[src/rtl/getir_paket.sv]
// rtl/getir_paket.sv - shared types and constants for the instruction fetch stage
package getir_paket;

  localparam int KELIME_GENISLIK = 32;
  localparam logic [KELIME_GENISLIK-1:0] NOP_BUYRUK = 32'h0000_0013;

  typedef enum logic [1:0] {
    BOSTA = 2'd0,
    ISTEK = 2'd1,
    IPTAL = 2'd2
  } durum_e;

endpackage

[src/rtl/getir_fifo.sv]
// rtl/getir_fifo.sv - synchronous FIFO buffering {ps, buyruk} pairs from instruction memory
module getir_fifo #(
  parameter int GENISLIK = 64,
  parameter int DERINLIK = 2
) (
  input  logic                      clk_i,
  input  logic                      rst_i,
  input  logic                      push,
  input  logic                      pop,
  input  logic                      flush,
  input  logic [GENISLIK-1:0]       wdata,
  output logic [GENISLIK-1:0]       rdata,
  output logic                      full,
  output logic                      empty,
  output logic [$clog2(DERINLIK):0] count
);

  localparam int AW = $clog2(DERINLIK);

  logic [GENISLIK-1:0] mem [DERINLIK];
  logic [AW-1:0]       yaz_ptr;
  logic [AW-1:0]       oku_ptr;
  logic [AW:0]         sayi;
  logic                yaz;
  logic                oku;

  assign full  = (sayi == (AW+1)'(DERINLIK));
  assign empty = (sayi == '0);
  assign count = sayi;
  assign yaz   = push && !full;
  assign oku   = pop && !empty;
  assign rdata = mem[oku_ptr];

  // Depth is a power of two, so the pointers wrap on their own.
  always_ff @(posedge clk_i or negedge rst_i) begin
    if (!rst_i) begin
      yaz_ptr <= '0;
      oku_ptr <= '0;
      sayi    <= '0;
    end else if (flush) begin
      yaz_ptr <= '0;
      oku_ptr <= '0;
      sayi    <= '0;
    end else begin
      if (yaz) yaz_ptr <= yaz_ptr + AW'(1);
      if (oku) oku_ptr <= oku_ptr + AW'(1);
      case ({yaz, oku})
        2'b10:   sayi <= sayi + (AW+1)'(1);
        2'b01:   sayi <= sayi - (AW+1)'(1);
        default: sayi <= sayi;
      endcase
    end
  end

  always_ff @(posedge clk_i) begin
    if (yaz && !flush) mem[yaz_ptr] <= wdata;
  end

endmodule

[src/rtl/getir_birimi.sv]
// rtl/getir_birimi.sv - fetch PC, memory request FSM and delivery to the instruction queue
module getir_birimi
  import getir_paket::*;
#(
  parameter logic [31:0] BASLANGIC_PS  = 32'h4000_0000,
  parameter int          FIFO_DERINLIK = 2
) (
  input  logic        clk_i,
  input  logic        rst_i,
  output logic        bellek_istek_o,
  output logic [31:0] bellek_adres_o,
  input  logic        bellek_gecerli_i,
  input  logic [31:0] bellek_veri_i,
  input  logic        atlama_gecerli_i,
  input  logic [31:0] atlama_ps_i,
  input  logic        durdur_i,
  input  logic        ps_durdur_i,
  output logic [31:0] buyruk_o,
  output logic [31:0] ps_o,
  output logic        kuyruk_aktif_o,
  output logic        ps_atladi_o
);

  localparam int SAYI_W = $clog2(FIFO_DERINLIK) + 1;
  localparam logic [SAYI_W-1:0] DERINLIK_SAYI = SAYI_W'(FIFO_DERINLIK);

  durum_e durum_r, durum_d;
  logic                         aktif_r;
  logic [KELIME_GENISLIK-1:0]   getir_ps_r;
  logic [KELIME_GENISLIK-1:0]   adres_r;
  logic [KELIME_GENISLIK-1:0]   atlama_ps_r;
  logic [KELIME_GENISLIK-1:0]   istek_adres;
  logic                         ps_atladi_r;
  logic                         bosluk_r;
  logic                         istek;
  logic                         fifo_push;
  logic                         fifo_dolu;
  logic                         fifo_bos;
  logic [SAYI_W-1:0]            fifo_sayi;
  logic [2*KELIME_GENISLIK-1:0] fifo_bas;
  logic                         kuyruk_aktif;

  // BOSTA issues straight from the PC; once issued the address is held in adres_r
  // so it survives a redirect while the old read drains in IPTAL.
  assign istek_adres = (durum_r == BOSTA) ? getir_ps_r : adres_r;
  assign istek       = aktif_r && ((durum_r != BOSTA) || (fifo_sayi < DERINLIK_SAYI));
  assign fifo_push   = istek && bellek_gecerli_i && (durum_r != IPTAL) &&
                       !atlama_gecerli_i && !fifo_dolu;

  assign kuyruk_aktif = !fifo_bos && !durdur_i && !atlama_gecerli_i &&
                        !ps_atladi_r && !bosluk_r;

  assign bellek_istek_o = istek;
  assign bellek_adres_o = istek ? istek_adres : '0;
  assign kuyruk_aktif_o = kuyruk_aktif;
  assign ps_atladi_o    = ps_atladi_r;
  assign ps_o           = ps_atladi_r  ? atlama_ps_r :
                          kuyruk_aktif ? fifo_bas[2*KELIME_GENISLIK-1:KELIME_GENISLIK] : '0;
  assign buyruk_o       = kuyruk_aktif ? fifo_bas[KELIME_GENISLIK-1:0] :
                          ps_atladi_r  ? NOP_BUYRUK : '0;

  always_comb begin
    durum_d = durum_r;
    case (durum_r)
      BOSTA: if (istek && !bellek_gecerli_i) durum_d = atlama_gecerli_i ? IPTAL : ISTEK;
      ISTEK: begin
        if (bellek_gecerli_i)      durum_d = BOSTA;
        else if (atlama_gecerli_i) durum_d = IPTAL;
      end
      IPTAL: if (bellek_gecerli_i) durum_d = BOSTA;
      default: durum_d = BOSTA;
    endcase
  end

  always_ff @(posedge clk_i or negedge rst_i) begin
    if (!rst_i) begin
      durum_r     <= BOSTA;
      aktif_r     <= 1'b0;
      getir_ps_r  <= BASLANGIC_PS;
      adres_r     <= '0;
      atlama_ps_r <= '0;
      ps_atladi_r <= 1'b0;
      bosluk_r    <= 1'b0;
    end else begin
      durum_r     <= durum_d;
      aktif_r     <= 1'b1;
      ps_atladi_r <= atlama_gecerli_i;
      bosluk_r    <= ps_durdur_i;
      if ((durum_r == BOSTA) && istek) adres_r <= getir_ps_r;
      if (atlama_gecerli_i) begin
        getir_ps_r  <= {atlama_ps_i[31:2], 2'b00};
        atlama_ps_r <= atlama_ps_i;
      end else if (fifo_push) begin
        getir_ps_r  <= getir_ps_r + 32'd4;
      end
    end
  end

  getir_fifo #(
    .GENISLIK (2*KELIME_GENISLIK),
    .DERINLIK (FIFO_DERINLIK)
  ) u_fifo (
    .clk_i (clk_i),
    .rst_i (rst_i),
    .push  (fifo_push),
    .pop   (kuyruk_aktif),
    .flush (atlama_gecerli_i),
    .wdata ({istek_adres, bellek_veri_i}),
    .rdata (fifo_bas),
    .full  (fifo_dolu),
    .empty (fifo_bos),
    .count (fifo_sayi)
  );

endmodule

[config.mk]
export PLATFORM = sky130hd
export DESIGN_NAME = getir_birimi
export DESIGN_NICKNAME = d
export VERILOG_FILES = /design/src/rtl/getir_paket.sv /design/src/rtl/getir_fifo.sv /design/src/rtl/getir_birimi.sv
export SDC_FILE = /design/constraint.sdc
export NUM_CORES = 1
export LEC_CHECK = 0
export CORE_MARGIN = 1
export CORE_UTILIZATION = 35
export DETAILED_ROUTE_END_ITERATION = 10
export GPL_TIMING_DRIVEN = 0
export PLACE_DENSITY_LB_ADDON = 0.15
export SYNTH_ARGS = -nofsm -noshare
export SYNTH_HDL_FRONTEND = slang
export SYNTH_SLANG_ARGS = --single-unit
[constraint.sdc]
create_clock -name clk_i -period 9.6 [get_ports clk_i]
set_input_delay 2.4 -clock clk_i [delete_from_list [all_inputs] [get_ports clk_i]]
set_output_delay 2.4 -clock clk_i [all_outputs]
set_load 0.01 [all_outputs]
==> reports/results.txt, run 1 <==
Core ar.: 27,900 sq um
Clk_lat worst skew: 540 ps
Gpl congestion: 0.741
CP top delay family: buffers and inverters
FILL cells: 2,594
Post-Syn Area: 10,000 sq um
Max_slew headroom: 0.277
# clock sinks: 225
Cell taking the most area after synthesis: edfxtp_1
Required @ worst endpoint: 7200 ps
Post-synth cell types: 57
Initial antenna violation count: 1
Final wirelength: 25,700 um
Worst-path fanout max: 10
IO buf count: 166
Clk_skew: 13.6 ps
Crit path buf inv count: 4
Total die area: 29,300 sq um
Routed wire length per instance: 18.6 um
Design area: 13,000 sq um
Tmin final: 7670 ps
Final Hold Viols: 0
Layout Area Growth over Synthesis: 30.4%
Post-route ant nets: 0
Post-CTS sizing: 0
Post-synth top area share: 0.372
Synth Register Bits: 225
Worst IR Drop VDD: 0.106 mV
Async SR Flop Fraction: 0.449
Slew of the pin with the lowest slew margin: 1080 ps
Drt first pass iters: 4
Slowest stage delay, CP: 580 ps
LEAKAGE: 4.73 nW
EDFF count, synth: 124
DIE WIDTH: 171 um
Hpwl dp: 17,500 um
Crit path capture type: output port
Setup Crit Path Kind: in2out
Status: finished clean
Top cells by area, synth: edfxtp_1, dfrtp_1, mux2_2, mux2i_1, o21ai_0
Hold buffer count at cts: 0
Multi-input logic area: 3410 sq um
Max-cap violations: 0
Via count: 6,831
Most frequent cell after synthesis: edfxtp_1
Layout cells sized above 1: 0.141
FP Rows: 61
Post-synthesis sequential area ratio: 0.625
Max Freq: 130 MHz
Setup-failing EPs final: 0
Synth Warn #: 0
# Post-CTS Setup Buffers: 0
WP data arrival: 5270 ps
P per Cell Area: 184 nW/um^2
Area after DPL: 12,200 sq um
Worst-path clk slew: 60 ps
Period utilization: 0.799
Starting density of the core: 0.358
Seq. cell area: 6250 sq um
Synthesized instance count: 784
Drt via density: 4.94
TritonCTS buffer count: 26
Slowest-stage cell, CP: clkdlybuf4s50_1
Largest net degree at the start of global routing: 64
Clock Path Buffers: 3
Syn avg cell area: 12.8 sq um
GRT Overall Usage: 0.178
CTS tree: done
GRT overflow: 0
Global-route wire length before repair: 39,500 um
Post-synth top cells: edfxtp_1, dfrtp_1, mux2_2
Vias in the first global route: 6,973
RSZ-0062 raised after global routing: false
Power Total: 2.40 mW
DRC errors left: 0
Hold Path Class: reg2reg
Die height: 171 um
Cell breakdown of the critical path: clkdlybuf4s50_1 -> clkbuf_1 -> nor4_1 -> o21ai_1 -> clkbuf_1 -> o21ai_0 -> clkdlybuf4s50_1
Io pins: 169
Worst setup SP type: input pin
Root Driver: clkbuf_16
Setup TNS: 0 ps
Final slew viol count: 0
Top_reg_cell synth: edfxtp_1
H-tree lvl count: 1
NumNets Final: 1,054
Starting DRC count in detailed routing: 396
-- per-stage QoR --
stage               setup slack (ps)  std cells  hold slack, ps  utilization
global placement                 226       1329             466        0.435
CTS                             1830       1381             494        0.467
detailed placement              1860       1333             470        0.438
floorplan                       3050        785             454            -
global route                    1670       1381             509        0.467
finish                          1930       1382             490        0.467
-- cells by family after synthesis --
logic type,count (synthesis),share of synthesized area
other,2,0.000751
XOR/XNOR,5,0.00438
buffers and inverters,78,0.0354
AND/OR/NAND/NOR,226,0.119
adder cells (fa/ha/maj),1,0.00125
flip-flops,225,0.625
AO/OA/AOI/OAI,114,0.0727
multiplexers,133,0.142
-- layout by cell type (no fill, tap or decap), drive strengths merged, types with 4 or more instances in the layout --
cell	synthesis	routed
a21o	6	6
a21oi	5	5
a221o	4	4
and2	38	38
and3	6	6
and4	4	4
buf	10	15
clkbuf	36	79
clkdlybuf4s50	0	165
clkinv	0	5
dfrtp	100	100
edfxtp	124	124
inv	32	32
mux2	69	69
mux2i	64	64
nand2	68	68
nand3	28	28
nand4	13	13
nor2	41	41
nor3	8	8
nor4	5	5
o211ai	7	7
o21ai	66	66
o311ai	6	6
or3	8	8
or4	4	4
-- worst paths after layout --
path                                   from                end  slack [ps]  depth (start not counted)
setup / recovery           atlama_gecerli_i            ps_o[9]        1930                          7
max in group asynchronous             rst_i     getir_ps_r[30]        6970                          2
min in group asynchronous             rst_i    atlama_ps_r[18]        1860                          1
hold reg to reg             atlama_ps_r[31]    atlama_ps_r[31]         490                          1
setup reg to reg            u_fifo.count[0]  u_fifo.mem[0][12]        6730                          9
hold / removal              atlama_ps_r[31]    atlama_ps_r[31]         490                          1
-- metal layers --
layer  vias up  share of wire  GRT usage
li1       3246              -          -
met1      3367           0.45      0.233
met2       188           0.48      0.304
met3        30          0.055     0.0363
met4         0          0.016     0.0353
met5         -              0          0
-- registers in the layout (all words and copies together) (netlist names), 2 cells and up --
signal        flops
durum_r           2
u_fifo.count      2
adres_r          30
u_fifo.mem      124
getir_ps_r       30
atlama_ps_r      32
-- report_power, final --
| part | switching [mW] | internal, mW | total (mW) |
|---|---|---|---|
| registers | 0.0470 | 1.11 | 1.16 |
| logic | 0.157 | 0.171 | 0.328 |
| clock network | 0.378 | 0.533 | 0.911 |
| total | 0.582 | 1.81 | 2.40 |
-- area by class of cell --
class | instances | share of cell area
flip-flops and latches | 225 | 0.480
multi-input cells | 482 | 0.262
repair buffers | 170 | 0.135
clock buffers | 43 | 0.0579
well taps | 378 | 0.0363
plain buffers | 46 | 0.0179
inverters | 32 | 0.00921
clock inverters | 5 | 0.00269
diodes | 1 | 0.000192
No activity file was read; power rests on OpenSTA's default activity.
==> inputs of run 2 (changes only) <==
==> constraint.sdc (replaced) <==
create_clock -name clk_i -period 7.9 [get_ports clk_i]
set_input_delay 1.975 -clock clk_i [delete_from_list [all_inputs] [get_ports clk_i]]
set_output_delay 1.975 -clock clk_i [all_outputs]
set_load 0.01 [all_outputs]
==> results of run 2 <==
The final DEF is identical to that of run 1. Status: finished clean.
Main changes from that run: setup slack after placement 1860 ps -> 1010 ps; setup slack after layout 1930 ps -> 1080 ps; register-to-register setup slack 6730 ps -> 5030 ps; total power 2.40 mW -> 2.91 mW; worst IR drop on VDD 0.106 mV -> 0.128 mV
==> inputs of run 3 (changes only) <==
--- a/config.mk
+++ b/config.mk
@@ -10,6 +10,8 @@
 export DETAILED_ROUTE_END_ITERATION = 10
 export GPL_TIMING_DRIVEN = 0
 export PLACE_DENSITY_LB_ADDON = 0.15
+export SLEW_MARGIN = 10
 export SYNTH_ARGS = -nofsm -noshare
 export SYNTH_HDL_FRONTEND = slang
+export SYNTH_HIERARCHICAL = 1
 export SYNTH_SLANG_ARGS = --single-unit
==> reports/results.txt, run 3 <==
Number of flip-flops in the largest register: 128
Worst reg2reg endpoint: u_fifo/mem[0][13]
IO buf count: 166
Layout cells sized above 1: 0.200
Global-route wire length before repair: 40,400 um
Initial antenna violation count: 1
Final wirelength: 26,600 um
Syn avg cell area: 13.4 sq um
Final core utilization: 0.473
R2R depth: 10
DRC errors left: 0
P per Cell Area: 218 nW/um^2
Most frequent cell after synthesis: edfxtp_1
Hold Startpoint: adres_r[3]
Clock Path Buffers: 3
Final Hold Viols: 0
Worst r2r src: u_fifo/count[1]
Clk_skew: 8.52 ps
Post-synthesis sequential area ratio: 0.628
# clock sinks: 229
Status: finished clean
Synth Register Bits: 229
CTS tree: done
Crit path capture type: output port
Gpl congestion: 0.763
GRT overflow: 0
Post-route ant nets: 0
Max-cap violations: 0
Worst-path fanout max: 10
Worst-path clk slew: 60 ps
H-tree lvl count: 1
WP data arrival: 4650 ps
Drt first pass iters: 5
Via count: 6,790
Io pins: 169
Period utilization: 0.838
Cell taking the most area after synthesis: edfxtp_1
Hold buffer count at cts: 0
Die height: 172 um
Post-Syn Area: 10,100 sq um
Starting density of the core: 0.360
Hold slack: 483 ps
Pre-CTS worst setup slack: 1230 ps
TritonCTS buffer count: 27
FP Rows: 61
Power Total: 2.91 mW
Starting DRC count in detailed routing: 363
Post-synth cell types: 49
Min-Delay Endpoint: adres_r[3]
Worst setup SP type: input pin
Top_reg_cell synth: edfxtp_1
Post-CTS sizing: 0
Max_slew headroom: 0.405
Routed wire length per instance: 19.4 um
Hold Path Stages: 1
Worst IR Drop VDD: 0.167 mV
Max Freq: 151 MHz
Most flops, register: u_fifo/mem
Post-synth top cells: edfxtp_1, mux2_2, dfrtp_1
Vias in the first global route: 6,907
GRT Overall Usage: 0.182
Hold Path Class: reg2reg
Slew of the pin with the lowest slew margin: 893 ps
Drt via density: 4.96
Final setup margin: 1280 ps
Layout Area Growth over Synthesis: 31.5%
EDFF count, synth: 128
Clk_lat worst skew: 520 ps
Post-synth top area share: 0.379
Root Driver: clkbuf_16
Required @ worst endpoint: 5930 ps
Core ar.: 28,200 sq um
Antenna cells: 0
Synth Warn #: 6
Setup-failing EPs final: 0
# Post-CTS Setup Buffers: 0
Largest registers: u_fifo/mem: 128 flops, atlama_ps_r: 32 flops
Setup Crit Path Kind: in2out
RSZ-0062 raised after global routing: false
Hpwl dp: 18,900 um
Setup TNS: 0 ps
Final slew viol count: 0
Commonest cells after routing, fill and taps aside: clkdlybuf4s50_1, edfxtp_1, mux2_2, dfrtp_1, o21ai_0
LEAKAGE: 5.09 nW
Top cells by area, synth: edfxtp_1, dfrtp_1, mux2_2, a22o_1, o21ai_0
Async SR Flop Fraction: 0.441
Tmin final: 6620 ps
Commonest non-fill, non-tap cell in the layout: clkdlybuf4s50_1
DIE WIDTH: 172 um
Largest net degree at the start of global routing: 62
Synthesized instance count: 756
NumNets Final: 1,041
Total die area: 29,700 sq um
Reg-to-reg setup timing slack: 4480 ps
## run 3: how the worst max path moves through the flow
stage | slack [ps] | cells past startpoint | end | start
after floorplan | 110 | 6 | u_fifo/mem[0][0] | atlama_gecerli_i
after global routing | 1060 | 7 | buyruk_o[9] | atlama_gecerli_i
after global placement | -4400 | 7 | u_fifo/mem[0][0] | atlama_gecerli_i
after detailed placement | 1230 | 7 | buyruk_o[2] | atlama_gecerli_i
after CTS | 1220 | 7 | buyruk_o[2] | atlama_gecerli_i
final | 1280 | 7 | buyruk_o[31] | atlama_gecerli_i
## run 3: area by class of cell
| type | instances | area [sq um] |
|---|---|---|
| fillers | 2571 | 14800 |
| flip-flops and latches | 229 | 6370 |
| plain buffers | 48 | 220 |
| well taps | 378 | 473 |
| multi-input cells | 451 | 3450 |
| inverters | 33 | 129 |
| clock buffers | 43 | 806 |
| clock inverters | 6 | 26.3 |
| repair buffers | 180 | 1850 |
## run 3: worst max-delay path, stage by stage
cell,delay [ps]
clkdlybuf4s50_1,650
clkbuf_1,370
nor2_1,190
buf_2,330
clkbuf_1,390
and2_1,200
clkdlybuf4s50_1,540
## run 3: through the flow
stage	instance area, sq um	std cells
finish	13300	1368
global route	13300	1368
CTS	13300	1368
detailed placement	12500	1319
global placement	12300	1305
floorplan	10200	761
## run 3: cell families (layout without fill, tap and decap cells)
group / count (synthesis) / count (layout) / synth area share
simple gates: 179 / 179 / 0.0990
mux: 132 / 132 / 0.146
flops: 229 / 229 / 0.628
compound gates: 114 / 114 / 0.0742
buf+inv: 81 / 310 / 0.0344
fa+ha+maj: 1 / 1 / 0.00123
xor+xnor: 18 / 18 / 0.0155
other cells: 2 / 7 / 0.000741
## run 3: power by group
group	total (mW)	internal, mW	switching [mW]
Clock	1.16	0.691	0.467
Combinational	0.352	0.190	0.162
Sequential	1.40	1.35	0.0492
Total	2.91	2.23	0.678
## run 3: per-layer routing
| metal | vias up | routed length [um] | GRT usage |
|---|---|---|---|
| met5 | - | 0 | 0 |
| met4 | 0 | 496 | 0.0442 |
| met3 | 31 | 1550 | 0.0302 |
| met2 | 193 | 12500 | 0.298 |
| met1 | 3354 | 12000 | 0.251 |
| li1 | 3212 | - | - |
